## src/rtl/mc_cu.sv

```systemverilog
// Multicycle MIPS control unit: IF/ID/EXE/MEM/WB state machine driving a shared-ALU,
// single-memory-port datapath, with optional memory handshake, stall timeout and illegal trap.
module mc_cu #(
    parameter bit          MEM_HANDSHAKE = 1'b0,
    parameter int unsigned WAIT_LIMIT    = 0,
    parameter int unsigned CNT_W         = 8
) (
    input  logic       clock,
    input  logic       reset,
    input  logic [5:0] op,
    input  logic [5:0] func,
    input  logic       z,
    input  logic       mem_ready,
    output logic       wpc,
    output logic       wir,
    output logic       wmem,
    output logic       wreg,
    output logic       iord,
    output logic       regrt,
    output logic       m2reg,
    output logic [3:0] aluc,
    output logic       shift,
    output logic       alusrca,
    output logic [1:0] alusrcb,
    output logic [1:0] pcsource,
    output logic       jal,
    output logic       sext,
    output logic       illegal,
    output logic       bus_err,
    output logic [2:0] state
);

    typedef enum logic [2:0] {
        StIf  = 3'd0,
        StId  = 3'd1,
        StExe = 3'd2,
        StMem = 3'd3,
        StWb  = 3'd4
    } state_e;

    state_e           state_q, state_d;
    logic [CNT_W-1:0] cnt_q, cnt_d;

    logic r_type;
    logic i_add, i_sub, i_and, i_or, i_xor, i_sll, i_srl, i_sra, i_jr;
    logic i_addi, i_andi, i_ori, i_xori, i_lw, i_sw, i_beq, i_bne, i_lui, i_j, i_jal;
    logic legal, is_shift, is_imm, writes_rt, is_branch, br_taken;
    logic [3:0] exe_aluc;
    logic stalled, timeout;

    always_comb begin
        r_type = (op == 6'b000000);
        i_add  = r_type && (func == 6'b100000);
        i_sub  = r_type && (func == 6'b100010);
        i_and  = r_type && (func == 6'b100100);
        i_or   = r_type && (func == 6'b100101);
        i_xor  = r_type && (func == 6'b100110);
        i_sll  = r_type && (func == 6'b000000);
        i_srl  = r_type && (func == 6'b000010);
        i_sra  = r_type && (func == 6'b000011);
        i_jr   = r_type && (func == 6'b001000);
        i_addi = (op == 6'b001000);
        i_andi = (op == 6'b001100);
        i_ori  = (op == 6'b001101);
        i_xori = (op == 6'b001110);
        i_lw   = (op == 6'b100011);
        i_sw   = (op == 6'b101011);
        i_beq  = (op == 6'b000100);
        i_bne  = (op == 6'b000101);
        i_lui  = (op == 6'b001111);
        i_j    = (op == 6'b000010);
        i_jal  = (op == 6'b000011);

        legal = i_add | i_sub | i_and | i_or | i_xor | i_sll | i_srl | i_sra | i_jr |
                i_addi | i_andi | i_ori | i_xori | i_lw | i_sw | i_beq | i_bne |
                i_lui | i_j | i_jal;
        is_shift  = i_sll | i_srl | i_sra;
        writes_rt = i_addi | i_andi | i_ori | i_xori | i_lui | i_lw;
        is_imm    = writes_rt | i_sw;
        is_branch = i_beq | i_bne;
        br_taken  = (i_beq & z) | (i_bne & ~z);

        exe_aluc = 4'b0000;
        if (i_sub || is_branch)  exe_aluc = 4'b0100;
        else if (i_and || i_andi) exe_aluc = 4'b0001;
        else if (i_or || i_ori)   exe_aluc = 4'b0101;
        else if (i_xor || i_xori) exe_aluc = 4'b0010;
        else if (i_lui)           exe_aluc = 4'b0110;
        else if (i_sll)           exe_aluc = 4'b0011;
        else if (i_srl)           exe_aluc = 4'b0111;
        else if (i_sra)           exe_aluc = 4'b1111;
    end

    // Only memory-access states can stall, and only when the handshake is in use.
    always_comb begin
        stalled = MEM_HANDSHAKE && !mem_ready && (state_q == StIf || state_q == StMem);
        timeout = stalled && (WAIT_LIMIT != 0) && (cnt_q == CNT_W'(WAIT_LIMIT));
    end

    always_ff @(posedge clock) begin
        if (reset) begin
            state_q <= StIf;
            cnt_q   <= '0;
        end else begin
            state_q <= state_d;
            cnt_q   <= cnt_d;
        end
    end

    always_comb begin
        state_d = state_q;
        unique case (state_q)
            StIf: begin
                if (timeout)       state_d = StIf;
                else if (!stalled) state_d = StId;
            end
            StId: begin
                if (!legal || i_j || i_jal || i_jr) state_d = StIf;
                else                                state_d = StExe;
            end
            StExe: begin
                if (is_branch)         state_d = StIf;
                else if (i_lw || i_sw) state_d = StMem;
                else                   state_d = StWb;
            end
            StMem: begin
                if (timeout)       state_d = StIf;
                else if (!stalled) state_d = i_sw ? StIf : StWb;
            end
            StWb:    state_d = StIf;
            default: state_d = StIf;
        endcase
        cnt_d = (stalled && !timeout) ? cnt_q + 1'b1 : '0;
    end

    always_comb begin
        wpc      = 1'b0;
        wir      = 1'b0;
        wmem     = 1'b0;
        wreg     = 1'b0;
        iord     = 1'b0;
        regrt    = 1'b0;
        m2reg    = 1'b0;
        aluc     = 4'b0000;
        shift    = 1'b0;
        alusrca  = 1'b0;
        alusrcb  = 2'b00;
        pcsource = 2'b00;
        jal      = 1'b0;
        sext     = 1'b0;
        illegal  = 1'b0;
        bus_err  = timeout;
        unique case (state_q)
            StIf: begin
                alusrcb = 2'b01;
                if (!stalled) begin
                    wpc = 1'b1;
                    wir = 1'b1;
                end
            end
            StId: begin
                // ALU precomputes the branch target while the instruction decodes.
                alusrcb = 2'b11;
                if (!legal) begin
                    illegal = 1'b1;
                end else if (i_j || i_jal) begin
                    wpc      = 1'b1;
                    pcsource = 2'b11;
                    wreg     = i_jal;
                    jal      = i_jal;
                end else if (i_jr) begin
                    wpc      = 1'b1;
                    pcsource = 2'b10;
                end
            end
            StExe: begin
                alusrca = 1'b1;
                aluc    = exe_aluc;
                alusrcb = is_imm ? 2'b10 : 2'b00;
                shift   = is_shift;
                sext    = i_addi | i_lw | i_sw | is_branch;
                if (is_branch && br_taken) begin
                    wpc      = 1'b1;
                    pcsource = 2'b01;
                end
            end
            StMem: begin
                iord = 1'b1;
                wmem = i_sw && !timeout;
            end
            StWb: begin
                wreg  = 1'b1;
                m2reg = i_lw;
                regrt = writes_rt;
            end
            default: ;
        endcase
        if (reset) begin
            wpc     = 1'b0;
            wir     = 1'b0;
            wmem    = 1'b0;
            wreg    = 1'b0;
            illegal = 1'b0;
            bus_err = 1'b0;
        end
    end

    assign state = state_q;

endmodule
```

## config.mk

```make
export PLATFORM = sky130hd
export DESIGN_NAME = mc_cu
export DESIGN_NICKNAME = d
export VERILOG_FILES = /design/src/rtl/mc_cu.sv
export SDC_FILE = /design/constraint.sdc
export NUM_CORES = 1
export LEC_CHECK = 0
export BUFFER_PORTS_ARGS = -buffer_cell sky130_fd_sc_hd__buf_2
export CAP_MARGIN = 25
export CORE_ASPECT_RATIO = 0.75
export CORE_MARGIN = 2
export CORE_UTILIZATION = 35
export DETAILED_ROUTE_END_ITERATION = 12
export PLACE_DENSITY = 0.67
export RECOVER_POWER = 25
export SLEW_MARGIN = 10
export SYNTH_ARGS = -nofsm -noshare
export SYNTH_HDL_FRONTEND = slang
export SYNTH_SLANG_ARGS = --single-unit
```

## constraint.sdc

```tcl
create_clock -name clock -period 1.83 [get_ports clock]
set_input_delay 0.0915 -clock clock [delete_from_list [all_inputs] [get_ports clock]]
set_output_delay 0.0915 -clock clock [all_outputs]
set_load 0.05 [all_outputs]
```

# After elaboration in Yosys (flattened, before gate mapping)
# Index checks and enable logic that the tools add are counted.
# classes
eq_ne,23
mux,45
n_bitwise,35
reduce_logical,23
# ops
cell,count
$eq A6 B6 Y1 const B,7
$eq A6 B4 Y1 const B,6
$mux W4,9
$or A1 B1 Y1,32
$eq A6 B2 Y1 const B,4
$mux W1,23
$eq A6 B3 Y1 const B,2
$logic_not A6 Y1,2
$pmux W3 S4,1
$logic_and A1 B1 Y1,10
$mux W2,5
$logic_or A1 B1 Y1,9
$mux W3,3
$eq A3 B2 Y1 const B,2
$pmux W2 S3,1
$pmux W2 S2,1
$eq A3 B1 Y1 const B,1
$eq A3 B3 Y1 const B,1
$logic_not A3 Y1,1
$pmux W1 S3,1
$and A1 B1 Y1,2
$pmux W1 S2,1
$logic_not A1 Y1,1
$not A1 Y1,1
# totals
regBits,3
inputBits,16
out_inout_bits,24
wordCells,127

# Depth between registers and ports, before layout
# depth
ltp_word,27
mapped_depth,6
ltp_nobuf,5

# Worst setup path after synthesis
# No wires, ideal clock.
# synth_timing
path_kind,reg-to-output
from,register state_q[1] (netlist: state[1])
to,output port wpc
arrival_time_ps,3312
t_required_ps,1738
slack_ps,-1573
stages_incl_launch_ff,7
n_path_buf,1
cell_sequence,dfxtp_1 > buf_4 > nor2_1 > nand2_1 > o21ai_2 > a21oi_2 > a2111oi_2
# synth_via
elab_chain_len,3
elab_cells_between_ends,5
classes_between,2 x eq/ne; 2 x mux; 1 x reduce/logical
# synth_lines
element,line,text
start: declaration,41,"state_e state_q, state_d;"
start signal: assignment,102,state_q <= StIf;
start signal: assignment,105,state_q <= state_d;
"$eq A3 B2 Y1, or another cell as far along",153,unique case (state_q)
$pmux W1 S3 *,153,
$mux W1 *,198,if (reset) begin
end: declaration,14,"output logic wpc,"
# Every way passes the cells marked *; elsewhere a longest branch is shown, timed or not.

# Final worst setup path
# Same ends and word-level chain as after synthesis.

==> metrics.txt <==
outcome=complete, but fails checks; violated checks=negative setup slack; Yosys cell types=41; Internal=216 uW; worst reg2reg setup slack=510 ps; Core Util, Final=63.8%; crit path max fanout=2; Synth top cells by count=nand2_1 (18), nor2_1 (17), a21oi_1 (9), inv_1 (5), o21ai_0 (5); leading area contributor after synthesis=nand2_1; clock slew at reported path FFs=40 ps; # port buffers=37; met3 GRT Util=1.43%; die area=2320 sq um; row count=13; RePlAce Congestion=0.928; share of layout cells above drive strength 1=48.1%; worst endpoint required time=1740 ps; vias in the first global route=870; crit share post-route=113%; Fmax achieved=484 MHz; Crit path arrival time=1970 ps; global route overflow=0; CTS buffer count=3; initial antenna violation count=0; All-Layer GR Usage=21.1%; Seq pwr share=18.2%; syn avg cell area=6.14 sq um; die span in y=42.2 um; Die X=55.0 um; Setup WS pre-CTS=-214 ps; P&R area growth vs syn=67.3%; worst reg2reg path startpoint=state[1]$_SDFF_PP0_; synthesized area=682 sq um; max reg flops=3; P_leak=0.000511 uW; top_reg_cell synth=dfxtp_1; Core ar.=1790 sq um; CTS tree=yes; power density over cell area=333 nW/um^2; worst vdd ir=0.182 mV; crit start category=flop; fin area=1140 sq um; asr flop ratio synth=0%; critical path launch point=state[1]$_SDFF_PP0_; reg2reg path depth=6; H-tree depth=1; via count=1019; busiest grt layer=met1; count leader, synth=nand2_1; first-pass GRT wire length=3.84 mm; DRC Markers=0; max cap viols=0; drt via density=5.54; sequential element share of the synthesized area=8.81%; Yosys reg bits=3; M1 GR Usage=33.8%; CTS root buf=clkbuf_4; crit path kind=flop to output port; Synth area leaders=nand2_1 (9.9%), nor2_1 (9.4%), dfxtp_1 (8.8%), a21oi_1 (6.6%), nand2b_1 (3.7%); skew final=5.89 ps; RSZ-0062 raised after global routing=yes; number of diodes=0; pin count of the biggest net entering global routing=12; GRT met2 Usage=31.2%; Routed WL=2.35 mm; Placed Area=1050 sq um; CTS Sinks=3; Gate Count Post-Synth=111; crit path capture=wpc; Post-synth EDFFs=0; r2r endpoint=state[1]$_SDFF_PP0_; clock power share=30.3%; Syn Nets=127; Worst-Skew Late Latency=230 ps; Slew Viols, Final=0; Syn. warnings=0; Worst setup EP type=output port; final setup fails=4; Bufs on Longest Clock Path=2; HP Class=input pin to flop; Logic pwr share=51.5%; nets=179; IO Count=40; final hold vios=0; Final min period=2060 ps; DR pass1 iterations=4; effective utilization at floorplan=38.1%; dpl hpwl=1.93 mm; NetSw=163 uW; Final WS setup=-234 ps; top-area cell type share of the netlist area=9.91%; antenna-violating nets left=0; wire per inst=12.8 um; drt initial violations=44; switch share=43.0%
-- layout by cell type, fill, tap and decap left out, types with 2 or more instances in the layout --
| cell type | count |
|---|---|
| buf_8 | 2 |
| o211ai_1 | 2 |
| a21oi_1 | 7 |
| nand2_1 | 17 |
| buf_6 | 4 |
| o22ai_1 | 2 |
| clkbuf_4 | 5 |
| dfxtp_2 | 2 |
| nand2b_1 | 4 |
| nand3b_1 | 2 |
| nand4b_1 | 2 |
| and3_1 | 2 |
| nor4_1 | 3 |
| a21oi_2 | 2 |
| buf_2 | 29 |
| nor2_4 | 3 |
| inv_1 | 5 |
| a211oi_1 | 2 |
| buf_4 | 18 |
| o21ai_0 | 5 |
| nor2_1 | 13 |
| nor2b_1 | 3 |
| or3_1 | 2 |
-- how the worst min path moves through the flow --
stage | depth (start not counted) | endpoint | startpoint
3_5_place_dp | 2 | state[2]$_SDFF_PP0_ | reset
4_1_cts | 2 | state[2]$_SDFF_PP0_ | reset
2_1_floorplan | 1 | state[2]$_SDFF_PP0_ | reset
3_3_place_gp | 2 | state[2]$_SDFF_PP0_ | reset
6_report | 2 | state[2]$_SDFF_PP0_ | reset
5_1_grt | 2 | state[2]$_SDFF_PP0_ | reset
-- logic make-up after synthesis --
group                  after synthesis  synth area share [%]
AND/OR/NAND/NOR                     64                  50.1
AO/OA/AOI/OAI                       29                  28.1
buffers and inverters               13                  11.2
flip-flops                           3                  8.81
XOR/XNOR                             1                  1.28
other                                1                 0.550
-- what timing repair did --
item                                    in CTS  in global routing
gates resized for setup                     11                  8
setup buffers                                1                  0
pin swaps                                    2                  0
endpoints found under the setup margin       5                  9
cloned                                       0                  0
hold buffers                                 0                  0
endpoints found under the hold margin        0                  0
-- stage by stage --
stage	hold WS (ps)	total power (uW)	instances	setup TNS, ps
floorplan	157	202	111	-3680
global placement	445	257	179	-189
detailed placement	446	259	179	-214
CTS	205	380	184	-369
global route	234	402	184	-599
finish	212	380	184	-346
-- layer usage --
layer  part of all wire [%]  vias to the layer above
li1                       -                      504
met3                    6.6                        2
met4                   0.51                        0
met1                     50                      471
met2                     42                       42
met5                      0                        -
-- worst max-delay path, stage by stage (launching register included) --
cell and delay, ps:
dfxtp_4 330, or3b_4 370, or4_4 500, o21ai_4 80, a21oi_2 60, a2111oi_4 200, buf_6 200
-- power groups by stage --
stage                     Clock, uW  Combinational (uW)  Sequential, uW
after floorplan                   0                 122            80.1
after global placement            0                 187            69.8
after detailed placement          0                 189            70.3
after CTS                       118                 193            69.3
after global routing            122                 210            69.7
final                           115                 195            69.3
-- area by class of cell --
cell class	count	area, sq um
fill	177	648
multi-input combinational	95	632
timing repair buffer	55	370
sequential	3	66.3
tap	22	27.5
clock buffer	4	26.3
inverter	5	18.8
Note: power is estimated with default switching activity, not from simulation.
